## src/rtl/pp_align_array.sv

```systemverilog
// rtl/pp_align_array.sv - exponent alignment of SD4 partial products to 16-bit two's complement; ALIGN_STICKY_EN adds the sticky port
module pp_align_array #(
  parameter int LANES = 9,
  parameter int EXP_W = 5,
  parameter int PP_W  = 5,
  parameter int OUT_W = 16
) (
  input  logic                   clk,
  input  logic                   rst,
  input  logic                   in_valid,
  input  logic [EXP_W-1:0]       exp_max,
  input  logic [LANES*EXP_W-1:0] exp_all,
  input  logic [LANES*PP_W-1:0]  pp_all,
  output logic                   out_valid,
  output logic [EXP_W-1:0]       exp_max_out,
  output logic [LANES*OUT_W-1:0] aligned_all,
  output logic [LANES-1:0]       exp_err
`ifdef ALIGN_STICKY_EN
  ,
  output logic [LANES-1:0]       sticky
`endif
);

  localparam int MAG_W  = PP_W - 1;
  localparam int BASE_W = OUT_W - 1;
  localparam logic [BASE_W-1:0] ONES = '1;

  logic [LANES*OUT_W-1:0] aligned_nxt;
  logic [LANES-1:0]       err_nxt;
`ifdef ALIGN_STICKY_EN
  logic [LANES-1:0]       sticky_nxt;
`endif

  for (genvar g = 0; g < LANES; g++) begin : g_lane
    // Lane 0 occupies the most significant slice of every packed bus.
    localparam int L = LANES - 1 - g;

    logic [EXP_W-1:0]  lane_exp;
    logic [PP_W-1:0]   lane_pp;
    logic              lane_err;
    logic [EXP_W-1:0]  lane_shift;
    logic [BASE_W-1:0] lane_base;
    logic [BASE_W-1:0] lane_amag;

    assign lane_exp   = exp_all[L*EXP_W +: EXP_W];
    assign lane_pp    = pp_all[L*PP_W +: PP_W];
    assign lane_err   = lane_exp > exp_max;
    assign lane_shift = lane_err ? '0 : exp_max - lane_exp;
    assign lane_base  = {lane_pp[MAG_W-1:0], {(BASE_W-MAG_W){1'b0}}};
    // Shifts of BASE_W or more drain the magnitude to zero naturally.
    assign lane_amag  = lane_base >> lane_shift;

    assign aligned_nxt[L*OUT_W +: OUT_W] = lane_pp[PP_W-1] ? -{1'b0, lane_amag}
                                                           :  {1'b0, lane_amag};
    assign err_nxt[L] = lane_err;

`ifdef ALIGN_STICKY_EN
    logic [BASE_W-1:0] lane_keep;
    assign lane_keep     = ONES << lane_shift;
    assign sticky_nxt[L] = |(lane_base & ~lane_keep);
`endif
  end

  always_ff @(posedge clk or negedge rst) begin
    if (!rst) begin
      out_valid   <= 1'b0;
      exp_max_out <= '0;
      aligned_all <= '0;
      exp_err     <= '0;
`ifdef ALIGN_STICKY_EN
      sticky      <= '0;
`endif
    end else begin
      out_valid <= in_valid;
      if (in_valid) begin
        exp_max_out <= exp_max;
        aligned_all <= aligned_nxt;
        exp_err     <= err_nxt;
`ifdef ALIGN_STICKY_EN
        sticky      <= sticky_nxt;
`endif
      end
    end
  end

endmodule

```

## config.mk

```make
export PLATFORM = sky130hd
export DESIGN_NAME = pp_align_array
export DESIGN_NICKNAME = d
export VERILOG_FILES = /design/src/rtl/pp_align_array.sv
export SDC_FILE = /design/constraint.sdc
export NUM_CORES = 1
export LEC_CHECK = 0
export CORE_ASPECT_RATIO = 1.25
export CORE_UTILIZATION = 37
export CTS_BUF_LIST = sky130_fd_sc_hd__clkbuf_4 sky130_fd_sc_hd__clkbuf_8
export CTS_CLUSTER_DIAMETER = 200
export DETAILED_ROUTE_END_ITERATION = 12
export PLACE_DENSITY = 0.64
export SYNTH_ARGS = -nofsm -noshare
export SYNTH_HDL_FRONTEND = slang
export SYNTH_SLANG_ARGS = --single-unit
```

## constraint.sdc

```tcl
create_clock -name clk -period 3.75 [get_ports clk]
set_clock_uncertainty 0.2 [all_clocks]
set_input_delay 0.375 -clock clk [delete_from_list [all_inputs] [get_ports clk]]
set_output_delay 0.375 -clock clk [all_outputs]
set_load 0.005 [all_outputs]
```

==> results of run 1 <==
## worst max-delay path, cell delays in order
cell and delay [ns]:
clkdlybuf4s15_1 0.31, clkinvlp_4 0.17, buf_12 0.18, fa_1 0.58, mux2i_1 0.23, nor2_1 0.08
a221oi_2 0.27, nor2_1 0.09, o31a_1 0.34, or4b_4 0.58, or3_1 0.35, o211a_1 0.25
a21oi_2 0.13
## cell type report
type	instances	share of cell area (%)
Timing Repair Buffer	838	30.3
Inverter	86	1.40
Antenna cell	3	0.0323
Clock inverter	14	0.645
Multi-Input combinational cell	1626	46.5
Tap cell	552	2.97
Sequential cell	159	17.1
Clock buffer	18	1.04
## routing by layer
| metal | vias to the layer above | global-route usage, % | share of wire (%) |
|---|---|---|---|
| li1 | 8787 | - | - |
| met1 | 8491 | 31.3 | 42 |
| met2 | 454 | 46.6 | 50 |
| met3 | 112 | 3.93 | 4.1 |
| met4 | 0 | 12.4 | 3.8 |
| met5 | - | 0 | 0 |
## worst max path at each step
stage                from          endpoint
2_1_floorplan  exp_max[1]   aligned_all[29]
3_3_place_gp   exp_max[1]   aligned_all[47]
3_5_place_dp   exp_max[0]  aligned_all[138]
4_1_cts        exp_max[0]   aligned_all[90]
5_1_grt        exp_max[0]  aligned_all[142]
6_report       exp_max[1]   aligned_all[29]
## per-stage QoR
| step | util (%) | instance area, um2 | hold slack, ns |
|---|---|---|---|
| 2_1_floorplan | - | 15400 | -0.121 |
| 6_report | 56.7 | 23300 | 0.0512 |
| 3_5_place_dp | 55.1 | 22600 | 0.267 |
| 5_1_grt | 56.7 | 23300 | 0.0608 |
| 3_3_place_gp | 55.1 | 22600 | 0.268 |
| 4_1_cts | 56.2 | 23100 | 0.0339 |
## cells in the final DEF (no fill, tap or decap), types with 20 or more instances in the layout
cell type / instances
buf_4: 573
clkdlybuf4s50_1: 252
nor2_1: 231
nand2_1: 183
a21oi_1: 162
dfrtp_1: 159
o21ai_0: 109
inv_1: 83
xnor2_1: 74
ha_1: 53
nand3_1: 47
mux2_2: 44
nor3_1: 44
xor2_1: 38
o31ai_1: 33
nor2b_1: 30
mux2i_1: 27
o211ai_1: 27
o21a_1: 25
nand2b_1: 25
and2_1: 23
a31oi_1: 23
a22oi_1: 21
or3_1: 20
## cells by family after synthesis
group	after synthesis	share of synthesized area, %
AND/OR/NAND/NOR	727	22.9
AO/OA/AOI/OAI	647	28.9
buffers and inverters	180	4.91
flip-flops	159	25.9
XOR/XNOR	117	6.73
multiplexers	72	5.06
adder cells (fa/ha/maj)	63	5.58
## repair_timing
action | CTS | global route
hold buffers | 1 | 0
endpoints found under the hold margin | 78 | 0
endpoints found under the setup margin | 70 | 66
setup buffers | 1 | 2
pin swaps | 3 | 5
gates resized for setup | 9 | 42
## power groups by stage
stage / clock network [uW] / registers, uW / logic [uW]
2_1_floorplan: 0 / 2240 / 2170
3_3_place_gp: 0 / 2260 / 4640
3_5_place_dp: 0 / 2270 / 4680
4_1_cts: 1390 / 2230 / 4730
5_1_grt: 1450 / 2260 / 5220
6_report: 1340 / 2230 / 4810
## registers in the layout, summed over array words and instances (netlist names)
signal,cells
out_valid,1
exp_max_out,5
exp_err,9
aligned_all,144
==> impl_results.md, run 1 <==
* Clock share of power at 16.0%
* Worst-Margin Slew at 0.898 ns
* Logic pwr share at 57.4%
* Synth top area share at 25.9%
* R2r endpoint: aligned_all[60]
* GRT Total Usage at 26.5%
* Clock sink count at 159
* Result of the run: finished clean
* Initial antenna violation count at 3
* Max_cap viols at 0
* GR Overflow Total at 0
* Vias post-DR at 17800
* Hold path endpoint: exp_max_out[0]
* Post-synthesis cell type count at 101
* Post-synth ARST share at 100%
* TritonCTS clock tree: yes
* Cell total after placement at 3257
* Final setup viols at 0
* Crit Path Category: in2reg
* R2R depth at 4
* R2R Setup Slk at 2.16 ns
* Finished Layout Cells at 3296
* Crit. End Element: register
* Cell Pwr Density at 360 nW/um2
* Cell internal pwr at 5140 uW
* PortBufs at 256
* Worst-path clk slew at 0.10 ns
* DP Worst Slack at -0.799 ns
* Most frequent cell after synthesis: nor2_1
* Multi-input gate area at 10800 um2
* Clock latency on the worst-skew pair at 0.54 ns
* DRT Wirelength at 56100 um
* R2R Path Start: aligned_all[60]
* Share of cells above drive strength 1 at 27.2%
* Commonest cells post-synth: nor2_1 (232), nand2_1 (183), a21oi_1 (165)
* Synth warn at 0
* Die ar. at 42300 um2
* CTS Buf Count at 17
* Area contributors post-synth: dfrtp_1 (26%), nor2_1 (5.7%), a21oi_1 (5.4%)
* Worst hold start: exp_max[0]
* Root buffer cell: clkbuf_8
* Net Count, Synth at 2126
* Cell taking the most area after synthesis: dfrtp_1
* Die Height at 230 um
* Sequential area share after synthesis at 25.9%
* Fill count at 3861
* H-Tree Depth at 4
* Gpl congestion at 0.953
* Worst Hold Class: in2reg
* Layout area overhead at 51.7%
* Post-DP HPWL at 44500 um
* DRC Markers at 0
* Row cnt at 83
* WL/cell at 17.0 um
* Crit path launch type: primary input
* Clk buf depth at 2
* DRT iter0 DRCs at 971
* Final Cycle Share at 97.5%
* Avg Inst Size Synth at 7.81 um2
* CP Max Fanout at 6
* Layout Nets at 2889
* Sw Ratio at 38.6%
* Min Tclk post-route at 3.66 ns
* Worst EP arrival at 3.94 ns
* Setup TNS at 0 ns
* Peak VDD IR at 0.241 mV
* Mapped cell area at 15300 um2
* Number of global-route vias before repair at 17500
* First-pass GRT wire length at 89100 um
* Syn Inst Count at 1965
* P_leak at 0.0105 uW
* Register area at 3980 um2
* ANT nets after route at 0
* Worst Slack Setup Final at 0.0949 ns
* Reg power frac at 26.6%
* Post-synth EDFFs at 0
* Hold path depth at 2
* NetSw at 3240 uW
* Relative max-transition margin at 40.2%
* Core area at 41000 um2
* Crit path required time at 4.03 ns
* Tot Pwr at 8380 uW
* Main synth FF type: dfrtp_1
* DRT Pass-1 Iters at 5
* Via-per-instance ratio at 5.41
* Number of max-slew violations in the final report at 0
* Initial Util at 37.4%
* Yosys reg bits at 159
* Die width at 184 um
* Count of final hold-check violations at 0
* Pin count of the biggest net entering global routing at 85
* Max Freq at 274 MHz
* IO Pins at 257
Note: power is estimated with default switching activity, not from simulation.
==> run 2, diff against run 1 <==
- CTS_CLUSTER_SIZE: not set -> 20
- PLACE_DENSITY: 0.64 -> not set
==> impl_results.md, run 2 (synthesis gave the netlist of run 1 again) <==
* Number of max-slew violations in the final report at 0
* Die width at 184 um
* Worst EP arrival at 3.95 ns
* CP max stage delay at 0.57 ns
* Sw Ratio at 38.6%
* Tot Pwr at 8400 uW
* Crit path launch type: primary input
* CP Cell Sequence: clkdlybuf4s50_1, ha_2, fa_2, mux2i_1, nor2_1, a221oi_2, nor2_1, o31a_1, or4b_4, or3_1, o211a_1, a21oi_2
* Clock latency on the worst-skew pair at 0.52 ns
* H-Tree Depth at 4
* Crit Path Category: in2reg
* Share of cells above drive strength 1 at 27.3%
* Reg power frac at 26.6%
* Worst-path clk slew at 0.11 ns
* NetSw at 3240 uW
* DRT Pass-1 Iters at 5
* Crit. End Element: register
* Hold WS at 0.0427 ns
* Most used cell, CP: nor2_1
* Logic pwr share at 57.2%
* Cell Pwr Density at 361 nW/um2
* Clk buf depth at 2
* Relative max-transition margin at 51.6%
* Register area at 3980 um2
* CTS Buf Count at 17
* First-pass GRT wire length at 90100 um
* P_leak at 0.0105 uW
* Final setup viols at 0
* Via-per-instance ratio at 5.41
* Layout area overhead at 51.6%
* Row cnt at 83
* Clock sink count at 159
* DRT iter0 DRCs at 1023
* Most common cell after layout, fill and taps aside: buf_4
* Result of the run: finished clean
* Multi-input gate area at 10800 um2
* Initial antenna violation count at 3
* Min Tclk post-route at 3.68 ns
* Fill count at 3848
* Peak VDD IR at 0.236 mV
* ANT nets after route at 0
* Clock share of power at 16.3%
* PortBufs at 256
* Gpl congestion at 0.950
* Critical Path Slowest Stage Cell: fa_2
* Worst-Margin Slew at 0.725 ns
* Die Height at 230 um
* WL/cell at 17.1 um
* DRC Markers at 0
* GRT Total Usage at 26.8%
* Most flop-heavy register: aligned_all
* Layout Nets at 2897
* Cell internal pwr at 5160 uW
* Number of flip-flops in the largest register at 144
* Top Registers: aligned_all x144, exp_err x9, exp_max_out x5
* Max_cap viols at 0
* Vias post-DR at 17900
* Final Cycle Share at 98.2%
* Initial Util at 37.4%
* TritonCTS clock tree: yes
* DRT Wirelength at 56500 um
* Max Freq at 272 MHz
* DP Worst Slack at -0.806 ns
* Number of global-route vias before repair at 17700
* Setup TNS at 0 ns
* Post-DP HPWL at 45100 um
* Most frequent cells in the layout: buf_4 (582), clkdlybuf4s50_1 (252), nor2_1 (231)
* Die ar. at 42300 um2
* Core area at 41000 um2
* Count of final hold-check violations at 0
* Worst Slack Setup Final at 0.0677 ns
* Finished Layout Cells at 3302
* Pin count of the biggest net entering global routing at 81
* Crit path required time at 4.02 ns
* GR Overflow Total at 0
* Root buffer cell: clkbuf_8
* Cell total after placement at 3262
* CP Max Fanout at 4
* Worst Hold Class: in2reg
* IO Pins at 257
-- run 2: critical path, delay by kind of cell --
kind / cells / cell delay (ns)
buf+inv: 1 / 0.49
compound gates: 4 / 0.97
fa+ha+maj: 2 / 0.80
mux: 1 / 0.24
simple gates: 4 / 1.08
-- run 2: repair_timing --
action | CTS | global route
gates resized for setup | 23 | 23
setup endpoints to repair | 74 | 34
hold buffers | 1 | 0
endpoints found under the hold margin | 53 | 0
pin swaps | 5 | 3
buffers inserted | 4 | 2
-- run 2: routing by layer --
metal  track usage, %  wire [um]  vias up  part of all wire (%)
met5                0         11        -                 0.019
met4             12.4       2170        2                   3.8
met3             3.50       2510      117                   4.4
met2             47.1      28200      480                    50
met1             32.1      23500     8464                    42
li1                 -          -     8803                     -
-- run 2: layout make-up --
cell class              count  share of cell area, %
clock buffers              18                   1.07
clock inverters            13                  0.619
flip-flops and latches    159                   17.1
repair buffers            846                   30.5
diodes                      2                 0.0215
inverters                  86                   1.42
multi-input cells        1626                   46.3
well taps                 552                   2.97
-- run 2: final timing paths --
check / startpoint / endpoint / slack [ns] / cells after the start
setup / recovery: exp_all[5] / aligned_all[29] / 0.07 / 12
setup reg to reg: aligned_all[60] / aligned_all[60] / 2.18 / 5
hold reg to reg: aligned_all[128] / aligned_all[128] / 0.29 / 2
hold / removal: in_valid / out_valid / 0.04 / 1
min in group asynchronous: rst / aligned_all[46] / 0.18 / 2
max in group asynchronous: rst / aligned_all[59] / 2.27 / 3
-- run 2: power by group through the flow --
stage | logic [uW] | registers (uW) | clock network, uW
after floorplan | 2170 | 2240 | 0
after global placement | 4660 | 2260 | 0
after detailed placement | 4710 | 2270 | 0
after CTS | 4770 | 2240 | 1420
after global routing | 5230 | 2270 | 1490
final | 4800 | 2230 | 1370
-- run 2: through the flow --
stage / util (%) / cell area [um2]
final: 56.7 / 23200
after global routing: 56.7 / 23200
after CTS: 56.4 / 23200
after detailed placement: 55.2 / 22600
after global placement: 55.2 / 22600
after floorplan: - / 15400
==> RTL change (flow settings as in run 1) <==
Register the output `exp_err` once more, without a reset; this adds one clock of latency there. The other outputs are not delayed to match.
--- a/src/rtl/pp_align_array.sv
+++ b/src/rtl/pp_align_array.sv
@@ -24,6 +24,8 @@
   localparam int MAG_W  = PP_W - 1;
   localparam int BASE_W = OUT_W - 1;
   localparam logic [BASE_W-1:0] ONES = '1;
+
+  logic [LANES-1:0] exp_err_s0;
 
   logic [LANES*OUT_W-1:0] aligned_nxt;
   logic [LANES-1:0]       err_nxt;
@@ -66,7 +68,7 @@
       out_valid   <= 1'b0;
       exp_max_out <= '0;
       aligned_all <= '0;
-      exp_err     <= '0;
+      exp_err_s0  <= '0;
 `ifdef ALIGN_STICKY_EN
       sticky      <= '0;
 `endif
@@ -75,7 +77,7 @@
       if (in_valid) begin
         exp_max_out <= exp_max;
         aligned_all <= aligned_nxt;
-        exp_err     <= err_nxt;
+        exp_err_s0  <= err_nxt;
 `ifdef ALIGN_STICKY_EN
         sticky      <= sticky_nxt;
 `endif
@@ -83,5 +85,9 @@
     end
   end
 
+  always_ff @(posedge clk) begin
+    exp_err <= exp_err_s0;
+  end
+
 endmodule
 
Check against the original RTL: not equivalent (Yosys sat finds a counterexample within 4 cycles, from zero or initial values and one cycle with rst low).
==> RTL change against run 1 <==
  * Clock power up 4%
  * Routed wire length up 5.9%
  * First-iteration DRC count up 11%
  * Register-to-register slack better by 60 ps
  * Cell area up 4.5%
  * Via count up 3.4%
  * Fmax about the same
  * Power up 4.1%
  * Cell count up 2.7%
  * Sequential cell count up 9
  * Setup slack worse by 2.8 ps
  * Area after synthesis up 3.0%
  * Largest power group unchanged
==> RTL change: results (changes against run 1) <==
Status = complete, no violations
CP endpoint = aligned_all[27]
Share of layout cells above drive strength 1 = 0.295 (+0.0223)
Reg2Reg Launch Point = exp_max_out[0]
Worst reg2reg setup slack = 2220 ps (+60 ps)
Mux cell area share after synthesis = 0.0580 (+0.00741)
Starting DRT DRC Count = 1,075 (+11%)
Worst Reg-to-Reg Cells = 2 (-2)
First-pass GRT wire length = 94,900 um (+6.5%)
Initial antenna violation count = 2 (-1)
Post-synthesis sequential area ratio = 0.263 (+0.00391)
Placed instance area = 23,400 um^2 (+3.4%)
Post-synthesis async set-or-reset flop share = 0.946 (-0.0536)
Pre-CTS setup slack = -945 ps (-146 ps)
Lkg Pwr = 10.8 nW (+3.3%)
Slowest cell on the critical path = fa_2
Post-synthesis adder-cell area fraction = 0.0542 (-0.00161)
Worst Path Max Fanout = 4 (-2)
Hold Crit Start = exp_err_s0[5]
Post-synth net total = 2,165 (+1.8%)
Ant diodes = 0 (-3)
GRT Util Overall = 0.271 (+0.00613)
NumNets Final = 2,973 (+2.9%)
Slew @ Worst Pin = 883 ps (-15.0 ps)
Top cells by area, synth = dfrtp_1 25%, nor2_1 5.5%, a21oi_1 4.8%
Clock latency on the worst-skew pair = 510 ps (-30 ps)
Synth cell count leaders = 233 x nor2_1, 177 x nand2_1, 159 x dfrtp_1
Synth Instances = 2,004 (+2.0%)
Top flop regs = aligned_all x144, exp_err x9, exp_err_s0 x9
Largest net degree at the start of global routing = 92 (+8.2%)
Vias per cell = 5.45 (+0.69%)
Hpwl dp = 47,200 um (+5.9%)
Cell class contributing the biggest share of worst-path delay = compound AO/OA/AOI/OAI gates
Post-Synth XOR/XNOR Area = 0.0565 (-0.0108)
Placer Congestion = 0.947 (-0.60%)
VDD IR-drop max = 0.000243 V (+0.97%)
Reg2reg end = exp_max_out[0]
Hold/Removal Path Class = flip-flop to flip-flop
Max incr delay on CP = 560 ps (-20 ps)
Post-Place Cells = 3,332 (+2.3%)
Routed wire length = 59,400 um (+5.9%)
Fin crit period = 3660 ps (+2.81 ps)
Compound-Gate Fraction of Synth Area = 0.287 (-0.00162)
CP arrival = 3850 ps (-90 ps)
DR vias = 18,400 (+3.4%)
Synth unique cells = 107 (+5.9%)
RTL change: kinds of logic (layout without fill, tap and decap cells):
group,count (synthesis),count (layout)
AND/OR/NAND/NOR,763,763
AO/OA/AOI/OAI,655,655
buffers and inverters,171,992
flip-flops,168,168
XOR/XNOR,101,101
multiplexers,83,83
adder cells (fa/ha/maj),63,63
RTL change: layer usage:
metal / track usage / up-vias / share of wire
met4: 0.108 / 2 / 0.035
met2: 0.485 / 482 / 0.50
li1: - / 9089 / -
met5: 0 / - / 0.00022
met3: 0.0551 / 109 / 0.052
met1: 0.315 / 8765 / 0.42
RTL change: power breakdown:
group	total, mW	switching, mW	internal, mW	leakage (nW)
registers	2.37	0.226	2.15	2.06
logic	4.97	2.31	2.66	8.54
clock network	1.39	0.786	0.605	0.203
RTL change: through the flow:
step	total power, mW	setup TNS [ps]
2_1_floorplan	4.61	-1050
5_1_grt	9.32	-110
6_report	8.73	0
4_1_cts	8.64	-26.4
3_5_place_dp	7.19	-81080
3_3_place_gp	7.12	-77560
RTL change: worst min-delay path by stage:
stage | to | slack (ps) | cells past startpoint
global route | exp_err[5] | 180 | 0
global placement | exp_err[8] | 150 | 0
floorplan | aligned_all[0] | -120 | 0
finish | exp_err[5] | 170 | 0
detailed placement | exp_err[5] | 160 | 0
CTS | exp_max_out[0] | 20 | 2
RTL change: area by class of cell:
type / instances / area (um^2)
Sequential cell: 168 / 4160
Clock inverter: 15 / 164
Clock buffer: 17 / 234
Tap cell: 559 / 699
Multi-Input combinational cell: 1665 / 11300
Timing Repair Buffer: 878 / 7390
Fill cell: 3829 / 17700
Inverter: 82 / 315
RTL change: repair_timing:
action	4_1_cts	5_1_grt
endpoints found under the hold margin	82	1
resized for setup	9	84
gates cloned	0	0
endpoints found under the setup margin	93	68
setup buffers	1	16
pin swaps	2	31
hold buffers	2	1
